$ cat config.mk
export PLATFORM = sky130hd
export DESIGN_NAME = keypad_code_reader_flat
export DESIGN_NICKNAME = d
export VERILOG_FILES = /design/src/rtl/keypad_code_reader_pkg.sv /design/src/rtl/keypad_code_reader_if.sv /design/src/rtl/keypad_scan_debounce.sv /design/src/rtl/keypad_code_reader.sv /design/src/flat_wrapper.sv
export SDC_FILE = /design/constraint.sdc
export NUM_CORES = 1
export LEC_CHECK = 0
export BUFFER_PORTS_ARGS = -buffer_cell sky130_fd_sc_hd__buf_2
export CAP_MARGIN = 20
export CORE_AREA = 2 2 93 95
export DETAILED_ROUTE_END_ITERATION = 10
export DIE_AREA = 0 0 95 97
export PLACE_DENSITY = 0.61
export SETUP_SLACK_MARGIN = 0.2
export SYNTH_ARGS = -nofsm -noshare
export SYNTH_HDL_FRONTEND = slang
export SYNTH_HIERARCHICAL = 1
export SYNTH_SLANG_ARGS = --single-unit
export TNS_END_PERCENT = 100
$ cat constraint.sdc
create_clock -name clk -period 7.94 [get_ports clk]
set_clock_uncertainty 0.15 [all_clocks]
set_input_delay 1.588 -clock clk [delete_from_list [all_inputs] [get_ports clk]]
set_output_delay 1.588 -clock clk [all_outputs]
set_load 0.02 [all_outputs]
$ cat src/rtl/keypad_code_reader_pkg.sv
// Shared constants for the keypad code reader: key codes, display blank code,
// entry FSM state encoding and the keypad matrix map.
package keypad_code_reader_pkg;

    localparam logic [3:0] KEY_STAR = 4'd10;
    localparam logic [3:0] KEY_HASH = 4'd11;
    localparam logic [3:0] KEY_NONE = 4'd15;
    localparam logic [3:0] BLANK    = 4'hF;

    typedef logic [1:0] entry_state_t;

    localparam entry_state_t ST_IDLE  = 2'd0;
    localparam entry_state_t ST_ONE   = 2'd1;
    localparam entry_state_t ST_TWO   = 2'd2;
    localparam entry_state_t ST_VALID = 2'd3;

    // Matrix position to key code; col 0 is the leftmost column.
    function automatic logic [3:0] key_at(input logic [1:0] row, input logic [1:0] col);
        logic [3:0] r4;
        logic [3:0] c4;
        r4 = {2'b00, row};
        c4 = {2'b00, col};
        if (row == 2'd3) begin
            case (col)
                2'd0:    key_at = KEY_STAR;
                2'd1:    key_at = 4'd0;
                default: key_at = KEY_HASH;
            endcase
        end else begin
            key_at = r4 * 4'd3 + c4 + 4'd1;
        end
    endfunction

endpackage

$ cat src/rtl/keypad_code_reader_if.sv
// Code handshake between the keypad code reader (master) and the main FSM (slave).
interface keypad_code_reader_if;
    import keypad_code_reader_pkg::*;

    // code_valid rises with the code on digit1/digit2 and stays high, with the
    // digits frozen, until the slave asserts code_ack for at least one cycle;
    // the cycle after the ack code_valid drops and the digits blank.
    logic [3:0]   digit1;
    logic [3:0]   digit2;
    logic [1:0]   n_digits;
    logic         code_valid;
    logic         code_ack;
    logic         key_press;
    logic [3:0]   key_code;
    logic         key_err;
    entry_state_t entry_state;

    modport master (
        output digit1, digit2, n_digits, code_valid, key_press, key_code, key_err, entry_state,
        input  code_ack
    );

    modport slave (
        input  digit1, digit2, n_digits, code_valid, key_press, key_code, key_err, entry_state,
        output code_ack
    );

endinterface

$ cat src/rtl/keypad_scan_debounce.sv
// Row scanner for a 4x3 keypad: column synchronizer, scan divider, per-frame
// decode with ghost rejection, and frame-based debounce producing key presses.
module keypad_scan_debounce
    import keypad_code_reader_pkg::*;
#(
    parameter int SCAN_DIV        = 50000,
    parameter int DEBOUNCE_FRAMES = 4
) (
    input  logic       clk,
    input  logic       rst,
    input  logic [2:0] cols,
    output logic [3:0] rows,
    output logic       key_press,
    output logic [3:0] key_code,
    output logic       frame_tick
);

    localparam int DIV_W = (SCAN_DIV > 1) ? $clog2(SCAN_DIV) : 1;
    localparam int DB_W  = $clog2(DEBOUNCE_FRAMES + 1);
    localparam logic [DIV_W-1:0] DIV_LAST = DIV_W'(SCAN_DIV - 1);
    localparam logic [DB_W-1:0]  DB_MAX   = DB_W'(DEBOUNCE_FRAMES);

    logic [2:0]       cols_meta;
    logic [2:0]       cols_sync;
    logic [DIV_W-1:0] div_cnt;
    logic             row_tick;
    logic [1:0]       row_idx;
    logic [1:0]       hit_cnt;
    logic [3:0]       hit_key;
    logic [3:0]       prev_result;
    logic [3:0]       accepted;
    logic [DB_W-1:0]  stable_cnt;

    logic [1:0]       row_hits;
    logic [3:0]       row_key;
    logic [2:0]       hit_sum;
    logic [1:0]       frame_hits;
    logic [3:0]       frame_key;
    logic [3:0]       frame_result;
    logic [DB_W-1:0]  stable_next;

    assign row_tick = (div_cnt == DIV_LAST);
    assign rows     = ~(4'b0001 << row_idx);

    // Hit counts saturate at 2: anything above one low key is a ghost.
    always_comb begin
        row_hits = 2'd0;
        row_key  = KEY_NONE;
        for (int c = 0; c < 3; c++) begin
            if (!cols_sync[c]) begin
                if (row_hits != 2'd2) row_hits = row_hits + 2'd1;
                row_key = key_at(row_idx, 2'(c));
            end
        end
        hit_sum      = {1'b0, hit_cnt} + {1'b0, row_hits};
        frame_hits   = (hit_sum >= 3'd2) ? 2'd2 : hit_sum[1:0];
        frame_key    = (hit_cnt == 2'd0) ? row_key : hit_key;
        frame_result = (frame_hits == 2'd1) ? frame_key : KEY_NONE;
        if (frame_result != prev_result) begin
            stable_next = DB_W'(1);
        end else if (stable_cnt == DB_MAX) begin
            stable_next = stable_cnt;
        end else begin
            stable_next = stable_cnt + DB_W'(1);
        end
    end

    always_ff @(posedge clk) begin
        if (rst) begin
            cols_meta   <= 3'b111;
            cols_sync   <= 3'b111;
            div_cnt     <= '0;
            row_idx     <= 2'd0;
            hit_cnt     <= 2'd0;
            hit_key     <= KEY_NONE;
            prev_result <= KEY_NONE;
            accepted    <= KEY_NONE;
            stable_cnt  <= '0;
            key_press   <= 1'b0;
            key_code    <= 4'd0;
            frame_tick  <= 1'b0;
        end else begin
            cols_meta  <= cols;
            cols_sync  <= cols_meta;
            key_press  <= 1'b0;
            frame_tick <= 1'b0;
            if (row_tick) begin
                div_cnt <= '0;
                row_idx <= row_idx + 2'd1;
                if (row_idx == 2'd3) begin
                    hit_cnt     <= 2'd0;
                    hit_key     <= KEY_NONE;
                    prev_result <= frame_result;
                    stable_cnt  <= stable_next;
                    frame_tick  <= 1'b1;
                    // A release only updates the accepted key; it raises no event.
                    if (stable_next >= DB_MAX && frame_result != accepted) begin
                        accepted <= frame_result;
                        if (frame_result != KEY_NONE) begin
                            key_press <= 1'b1;
                            key_code  <= frame_result;
                        end
                    end
                end else begin
                    hit_cnt <= frame_hits;
                    hit_key <= frame_key;
                end
            end else begin
                div_cnt <= div_cnt + DIV_W'(1);
            end
        end
    end

endmodule

$ cat src/rtl/keypad_code_reader.sv
// Keypad code reader top: scanner/debouncer plus the two-digit entry FSM.
// Optional partial-entry timeout enabled by defining KEYPAD_TIMEOUT_EN.
module keypad_code_reader
    import keypad_code_reader_pkg::*;
#(
    parameter int SCAN_DIV        = 50000,
    parameter int DEBOUNCE_FRAMES = 4,
    parameter int TIMEOUT_FRAMES  = 2000
) (
    input  logic       clk,
    input  logic       rst,
    output logic [3:0] rows,
    input  logic [2:0] cols,
    keypad_code_reader_if.master code
);

    entry_state_t state;
    logic         frame_tick;
    logic         is_digit;
    logic         timeout_hit;

    keypad_scan_debounce #(
        .SCAN_DIV        (SCAN_DIV),
        .DEBOUNCE_FRAMES (DEBOUNCE_FRAMES)
    ) u_scan (
        .clk        (clk),
        .rst        (rst),
        .cols       (cols),
        .rows       (rows),
        .key_press  (code.key_press),
        .key_code   (code.key_code),
        .frame_tick (frame_tick)
    );

    assign is_digit         = (code.key_code <= 4'd9);
    assign code.entry_state = state;

`ifdef KEYPAD_TIMEOUT_EN
    localparam int TO_W = $clog2(TIMEOUT_FRAMES + 1);
    logic [TO_W-1:0] to_cnt;

    assign timeout_hit = frame_tick && !code.key_press
                         && (state == ST_ONE || state == ST_TWO)
                         && (to_cnt == TO_W'(TIMEOUT_FRAMES - 1));

    always_ff @(posedge clk) begin
        if (rst || code.key_press || !(state == ST_ONE || state == ST_TWO)) begin
            to_cnt <= '0;
        end else if (frame_tick) begin
            to_cnt <= to_cnt + TO_W'(1);
        end
    end
`else
    // Partial entries are held indefinitely.
    assign timeout_hit = frame_tick && (TIMEOUT_FRAMES < 0);
`endif

    always_ff @(posedge clk) begin
        if (rst) begin
            state           <= ST_IDLE;
            code.digit1     <= BLANK;
            code.digit2     <= BLANK;
            code.n_digits   <= 2'd0;
            code.code_valid <= 1'b0;
            code.key_err    <= 1'b0;
        end else begin
            code.key_err <= 1'b0;
            case (state)
                ST_IDLE: begin
                    if (code.key_press) begin
                        if (is_digit) begin
                            code.digit1   <= code.key_code;
                            code.n_digits <= 2'd1;
                            state         <= ST_ONE;
                        end else if (code.key_code == KEY_HASH) begin
                            code.key_err <= 1'b1;
                        end
                    end
                end
                ST_ONE: begin
                    if (code.key_press) begin
                        if (is_digit) begin
                            code.digit2   <= code.key_code;
                            code.n_digits <= 2'd2;
                            state         <= ST_TWO;
                        end else if (code.key_code == KEY_HASH) begin
                            code.key_err <= 1'b1;
                        end else begin
                            code.digit1   <= BLANK;
                            code.n_digits <= 2'd0;
                            state         <= ST_IDLE;
                        end
                    end else if (timeout_hit) begin
                        code.digit1   <= BLANK;
                        code.n_digits <= 2'd0;
                        code.key_err  <= 1'b1;
                        state         <= ST_IDLE;
                    end
                end
                ST_TWO: begin
                    if (code.key_press) begin
                        if (code.key_code == KEY_HASH) begin
                            code.code_valid <= 1'b1;
                            state           <= ST_VALID;
                        end else if (is_digit) begin
                            code.key_err <= 1'b1;
                        end else begin
                            code.digit1   <= BLANK;
                            code.digit2   <= BLANK;
                            code.n_digits <= 2'd0;
                            state         <= ST_IDLE;
                        end
                    end else if (timeout_hit) begin
                        code.digit1   <= BLANK;
                        code.digit2   <= BLANK;
                        code.n_digits <= 2'd0;
                        code.key_err  <= 1'b1;
                        state         <= ST_IDLE;
                    end
                end
                default: begin
                    // Digits stay frozen and keys are ignored until consumed.
                    if (code.code_ack) begin
                        code.code_valid <= 1'b0;
                        code.digit1     <= BLANK;
                        code.digit2     <= BLANK;
                        code.n_digits   <= 2'd0;
                        state           <= ST_IDLE;
                    end
                end
            endcase
        end
    end

endmodule

$ cat src/flat_wrapper.sv
// flat-port wrapper written by rule: the top's interface ports become plain ports
module keypad_code_reader_flat import keypad_code_reader_pkg::*;
#(
    parameter int SCAN_DIV        = 50000,
    parameter int DEBOUNCE_FRAMES = 4,
    parameter int TIMEOUT_FRAMES  = 2000
)
  (clk, rst, rows, cols, code_digit1, code_digit2, code_n_digits, code_code_valid, code_key_press, code_key_code, code_key_err, code_entry_state, code_code_ack);
  keypad_code_reader_if code_i ();
  input  logic clk;
  input  logic rst;
  output logic [3:0] rows;
  input  logic [2:0] cols;
  output wire logic [$bits(code_i.digit1)-1:0] code_digit1;
  output wire logic [$bits(code_i.digit2)-1:0] code_digit2;
  output wire logic [$bits(code_i.n_digits)-1:0] code_n_digits;
  output wire logic [$bits(code_i.code_valid)-1:0] code_code_valid;
  output wire logic [$bits(code_i.key_press)-1:0] code_key_press;
  output wire logic [$bits(code_i.key_code)-1:0] code_key_code;
  output wire logic [$bits(code_i.key_err)-1:0] code_key_err;
  output wire logic [$bits(code_i.entry_state)-1:0] code_entry_state;
  input wire logic [$bits(code_i.code_ack)-1:0] code_code_ack;
  assign code_digit1 = code_i.digit1;
  assign code_digit2 = code_i.digit2;
  assign code_n_digits = code_i.n_digits;
  assign code_code_valid = code_i.code_valid;
  assign code_key_press = code_i.key_press;
  assign code_key_code = code_i.key_code;
  assign code_key_err = code_i.key_err;
  assign code_entry_state = code_i.entry_state;
  assign code_i.code_ack = code_code_ack;
  keypad_code_reader #(.SCAN_DIV(SCAN_DIV), .DEBOUNCE_FRAMES(DEBOUNCE_FRAMES), .TIMEOUT_FRAMES(TIMEOUT_FRAMES)) u_core (.clk(clk), .rst(rst), .rows(rows), .cols(cols), .code(code_i));
endmodule
Yosys cells after proc, flatten, opt, wreduce, memory -nomap -nowiden
Index checks and enable logic that the tools add are counted.
- output and inout port bits: 23
- input bits: 6
- register bits after elaboration: 60
- multiply operators: 1
- shift operators: 1
- muxes and demuxes: 54
- bitwise logic cells: 6
- reduce and logical (&&, ||, !) cells: 17
- $add $sub $neg: 10
- equality and inequality tests: 24
- magnitude comparators: 3
- operators with widths (operator ; number):
    $mux W4 ; 18
    $mux W2 ; 17
    $pmux W4 S3 ; 2
    $ne A2 B2 Y1 const B ; 9
    $add A16 B1 Y16 const B ; 1
    $eq A16 B16 Y1 const B ; 1
    $reduce_and A7 Y1 ; 2
    $add A4 B1 Y4 const B ; 3
    $pmux W2 S3 ; 2
    $mux W1 ; 11
    $reduce_and A9 Y1 ; 1
    $ne A4 B4 Y1 ; 2
    $reduce_and A4 Y1 ; 2
    $reduce_and A8 Y1 ; 1
    $add A2 B1 Y2 const B ; 3
    $mux W3 ; 2
    $ne A2 B1 Y1 const B ; 3
    $not A1 Y1 ; 5
    $add A4 B2 Y4 const B ; 1
    $eq A2 B1 Y1 const B ; 2
    $eq A2 B2 Y1 const B ; 2
    $eq A4 B4 Y1 const B ; 1
    $le A4 B4 Y1 const B ; 1
    $logic_not A2 Y1 ; 2
    other kinds (20) ; 22

Longest topological paths before layout
- depth in word-level cells: 18
- mapped depth: 15
- depth with buffers taken out: 13

By module
Netlist, hierarchy kept.
- by module, submodules not included (module ; cells an instance ; area each (um^2) ; instances):
    keypad_scan_debounce ; 298 ; 2588.7 ; 1
    keypad_code_reader ; 88 ; 742.0 ; 1

Least setup slack after synthesis
OpenSTA, ideal clock, no wires.
- path type: register to register
- from: reg u_core.u_scan.cols_sync[1]
- to: reg u_core.u_scan.key_code[0]
- library setup time: 119 ps
- arrival: 3364 ps
- required time: 7671 ps
- slack: 4307 ps
- buffers on the path: 1
- cell stages (with the launch flop): 14
- path through: dfxtp_1 inv_1 ha_1 mux2_2 ha_1 inv_1 fa_1 and3_1 o211a_1 o32a_1 a2111oi_4 o211ai_2 buf_6 o221a_2
- word-level cells in the longest chain between the ends: 14
- elaborated cells between the ends (all ways): 20
- classes of those cells: add/sub (2); order compare (2); eq/ne (5); mux (9); reduce/logical (2)
- ends and longest elaborated chain (item ; line ; RTL):
    start: declaration ; keypad_scan_debounce.sv:24 ; logic [2:0] cols_sync;
    start signal: assignment ; keypad_scan_debounce.sv:84 ; cols_sync <= cols_meta;
    $mux W2 ; keypad_scan_debounce.sv:50 ; if (!cols_sync[c]) begin
    $add A2 B1 Y2 / $ne A2 B2 Y1 (equally long branches) ; keypad_scan_debounce.sv:51 ; if (row_hits != 2'd2) row_hits = row_hits + 2'd1;
    $mux W2 ; keypad_scan_debounce.sv:51 ;
    $mux W2 ; keypad_scan_debounce.sv:50 ;
    $add A2 B2 Y3 ; keypad_scan_debounce.sv:55 ; hit_sum = {1'b0, hit_cnt} + {1'b0, row_hits};
    $ge A3 B2 Y1 ; keypad_scan_debounce.sv:56 ; frame_hits = (hit_sum >= 3'd2) ? 2'd2 : hit_sum[1:0];
    $mux W2 ; keypad_scan_debounce.sv:56 ;
    $eq A2 B1 Y1 ; keypad_scan_debounce.sv:58 ; frame_result = (frame_hits == 2'd1) ? frame_key : KEY_NONE;
    $mux W4 * ; keypad_scan_debounce.sv:58 ;
    $ne A4 B4 Y1 ; keypad_scan_debounce.sv:59 ; if (frame_result != prev_result) begin
    $mux W3 ; keypad_scan_debounce.sv:59 ;
    $ge A3 B3 Y1 ; keypad_scan_debounce.sv:97 ; if (stable_next >= DB_MAX && frame_result != accepted) begin
    $logic_and A1 B1 Y1 ; keypad_scan_debounce.sv:97 ;
    $reduce_and A4 Y1 (no source line) ; n/a ;
    end signal: assignment ; keypad_scan_debounce.sv:101 ; key_code <= frame_result;
    end: declaration ; keypad_scan_debounce.sv:14 ; output logic [3:0] key_code,
Every way passes the cells marked *; elsewhere a longest branch is shown, timed or not.
A chain may end at the register's enable or synchronous reset.

Final worst setup path
Same ends and word-level chain as after synthesis.

==> key figures <==
Yosys
  • Synth Cell Area: 0.003307 mm^2
  • Syn_area_per_cell: 8.612 um^2
  • Yosys Warn Count: 6
  • Cells after Synth: 384
  • Net Count, Synth: 405

Worst setup path
  • Reg-to-Reg End: u_core/u_scan/key_code[0]
  • Critical Path RT: 8.06 ns
  • Setup CP Type: register to register
  • Critical-path cell list: inv_1 -> ha_1 -> mux2_2 -> ha_1 -> inv_1 -> fa_1 -> nand3_1 -> a211o_1 -> o32a_1 -> a2111oi_4 -> o211ai_2 -> a31oi_1 -> o221a_2
  • Slowest-stage cell, CP: fa_1
  • Worst Path Arrival: 4.46 ns
  • CP peak stage delay: 0.59 ns
  • Reg-to-reg startpoint: u_core/u_scan/cols_sync[1]
  • Buffers & Inverters on Critical Path: 2
  • Crit path max-delay family: compound AO/OA/AOI/OAI gates
  • Reg-to-reg setup timing slack: 3.60 ns
  • Crit Path Max Fanout: 18
  • Startpoint class of the critical path: register
  • Worst reg-to-reg path cell count: 13
  • Setup crit end kind: register

GRT
  • Vias in the first global route: 2564
  • Largest net degree at the start of global routing: 33
  • Initial antenna violation count: 0
  • First-pass GRT wire length: 12.50 mm
  • Grt ovf: 0
  • GRT Resource Usage Total: 16.89%

Routing
  • Vias per inst: 5.469
  • Initial DRT Pass Iterations: 4
  • Drt drc: 0
  • DRT iter0 DRCs: 160
  • Total wire length: 7.377 mm
  • WL/cell: 14.24 um
  • DRT antenna net count: 0
  • Routed via count: 2833

Power and ir drop
  • Lkg Pwr: 1.445 nW
  • Worst IR Drop VDD: 0.00007933 V
  • PD cells: 168.6 mW/mm^2

Timing
  • Count of final setup violators: 0
  • Setup TNS: 0 ns
  • Worst relative slew slack: 46.85%
  • Slew @ Worst Pin: 0.7943 ns
  • Fin crit period: 4.342 ns
  • RSZ-0062 raised after global routing: no
  • Slew Limit Fails: 0
  • Final hold violation count: 0
  • FMAX: 0.2303 GHz
  • Post-route setup slack: 3.598 ns
  • Period Utilization, post-route: 54.69%

Place
  • Routability cong.: 0.8412
  • Post-Place Setup Slack: 3.662 ns
  • Buffers on Ports: 28
  • DP Area: 0.003506 mm^2
  • Placed cell count: 502
  • Dpl hpwl: 5.252 mm

CTS
  • Postcts setup bufs: 0
  • CTS clk-pin slew, worst paths: 0.07 ns
  • Sinks on Clock Net: 60
  • TritonCTS Buffers: 9
  • Hold_buf cts: 0
  • Longest Clk Path Bufs: 2
  • Root buffer cell: clkbuf_8
  • Cts repair resizes: 0
  • Worst skew pair latency: 0.33 ns
  • CTS tree: yes
  • Number of H-tree levels: 3

Outcome
  • Run status: complete, no violations

Run
  • Max Cap Viol: 0

Floorplan
  • Full die area: 0.009215 mm^2
  • I/O pin cnt: 29
  • Core area: 0.008134 mm^2
  • Row cnt: 33
  • Die Ht: 97 um
  • Initial Utilization: 40.66%
  • Chip Width: 95 um

Layout
  • ANT cells: 0
  • Final nets: 429
  • Share of layout cells above drive strength 1: 17.68%
  • Area delta synth->final: 12.15%
  • Final Util: 45.59%
  • Final std cells w/o fill: 518
  • Cell area after layout: 0.003709 mm^2

Worst hold path
  • Worst hold path type: register to register
  • Hold_sp: u_core/u_scan/cols_meta[2]
  • Min-Delay Path Depth: 1
  • Min-Delay Endpoint: u_core/u_scan/cols_sync[2]
==> how the worst max path moves through the flow <==
stage	startpoint	endpoint	slack, ns	cells after the start
after floorplan	u_core/u_scan/cols_sync[1]	u_core/u_scan/key_code[0]	4.31	13
after global placement	u_core/u_scan/cols_sync[1]	u_core/u_scan/key_code[0]	3.81	13
after detailed placement	u_core/u_scan/cols_sync[1]	u_core/u_scan/key_code[0]	3.66	13
after CTS	u_core/u_scan/cols_sync[1]	u_core/u_scan/key_code[0]	3.61	13
after global routing	u_core/u_scan/cols_sync[1]	u_core/u_scan/key_code[2]	3.31	13
final	u_core/u_scan/cols_sync[1]	u_core/u_scan/key_code[0]	3.60	13
==> per-stage QoR <==
step           hold slack, ns  power, mW
6_report               0.2593     0.6253
3_3_place_gp           0.2496     0.3514
5_1_grt                0.2903     0.6511
3_5_place_dp           0.2458     0.3515
2_1_floorplan          0.2395     0.3420
4_1_cts                0.2673     0.6356
==> metal layers <==
metal	vias up	share of wire, %	track usage (%)
met1	1318	48	23.25
met3	8	5.2	4.050
met5	-	0	0
met4	0	0.94	5.017
li1	1441	-	-
met2	66	46	26.08
==> cell usage in the layout (no fill, tap or decap), drive strengths merged, types with 3 or more instances in the layout <==
master and instances:
dfxtp 60, nor2 48, nand2 33, buf 28
inv 21, a21oi 17, o21ai 15, ha 14
or2 14, clkbuf 12, nand3 12, xor2 10
a31oi 9, mux2i 9, o211ai 9, and3 7
a211oi 7, nor3 6, a2111oi 6, nand2b 4
or3 4, o221a 4, xnor2 4, and2 4
nor2b 3, o32ai 3, o211a 3, a211o 3
nor3b 3, clkinv 3, nor4 3
==> power by group <==
part           switching (mW)  internal [mW]
sequential            0.00255          0.304
combinational          0.0250         0.0140
clock                   0.119          0.161
total                   0.147          0.479
==> registers in the layout, indices dropped and copies added, names as in the netlist, 3 cells and up <==
name	count
u_core/u_scan/stable_cnt	3
u_core/u_scan/prev_result	4
u_core/u_scan/hit_key	4
u_core/code.digit2	4
u_core/u_scan/cols_meta	3
u_core/u_scan/div_cnt	16
u_core/u_scan/key_code	4
u_core/u_scan/accepted	4
u_core/u_scan/cols_sync	3
u_core/code.digit1	4
==> area by class of cell <==
class	count	area (um^2)
fillers	809	4425
flip-flops and latches	60	1201
well taps	105	131.4
repair buffers	28	140.1
clock inverters	4	47.55
multi-input cells	287	1951
inverters	22	82.58
clock buffers	12	155.1
No activity file was read; power rests on OpenSTA's default activity.
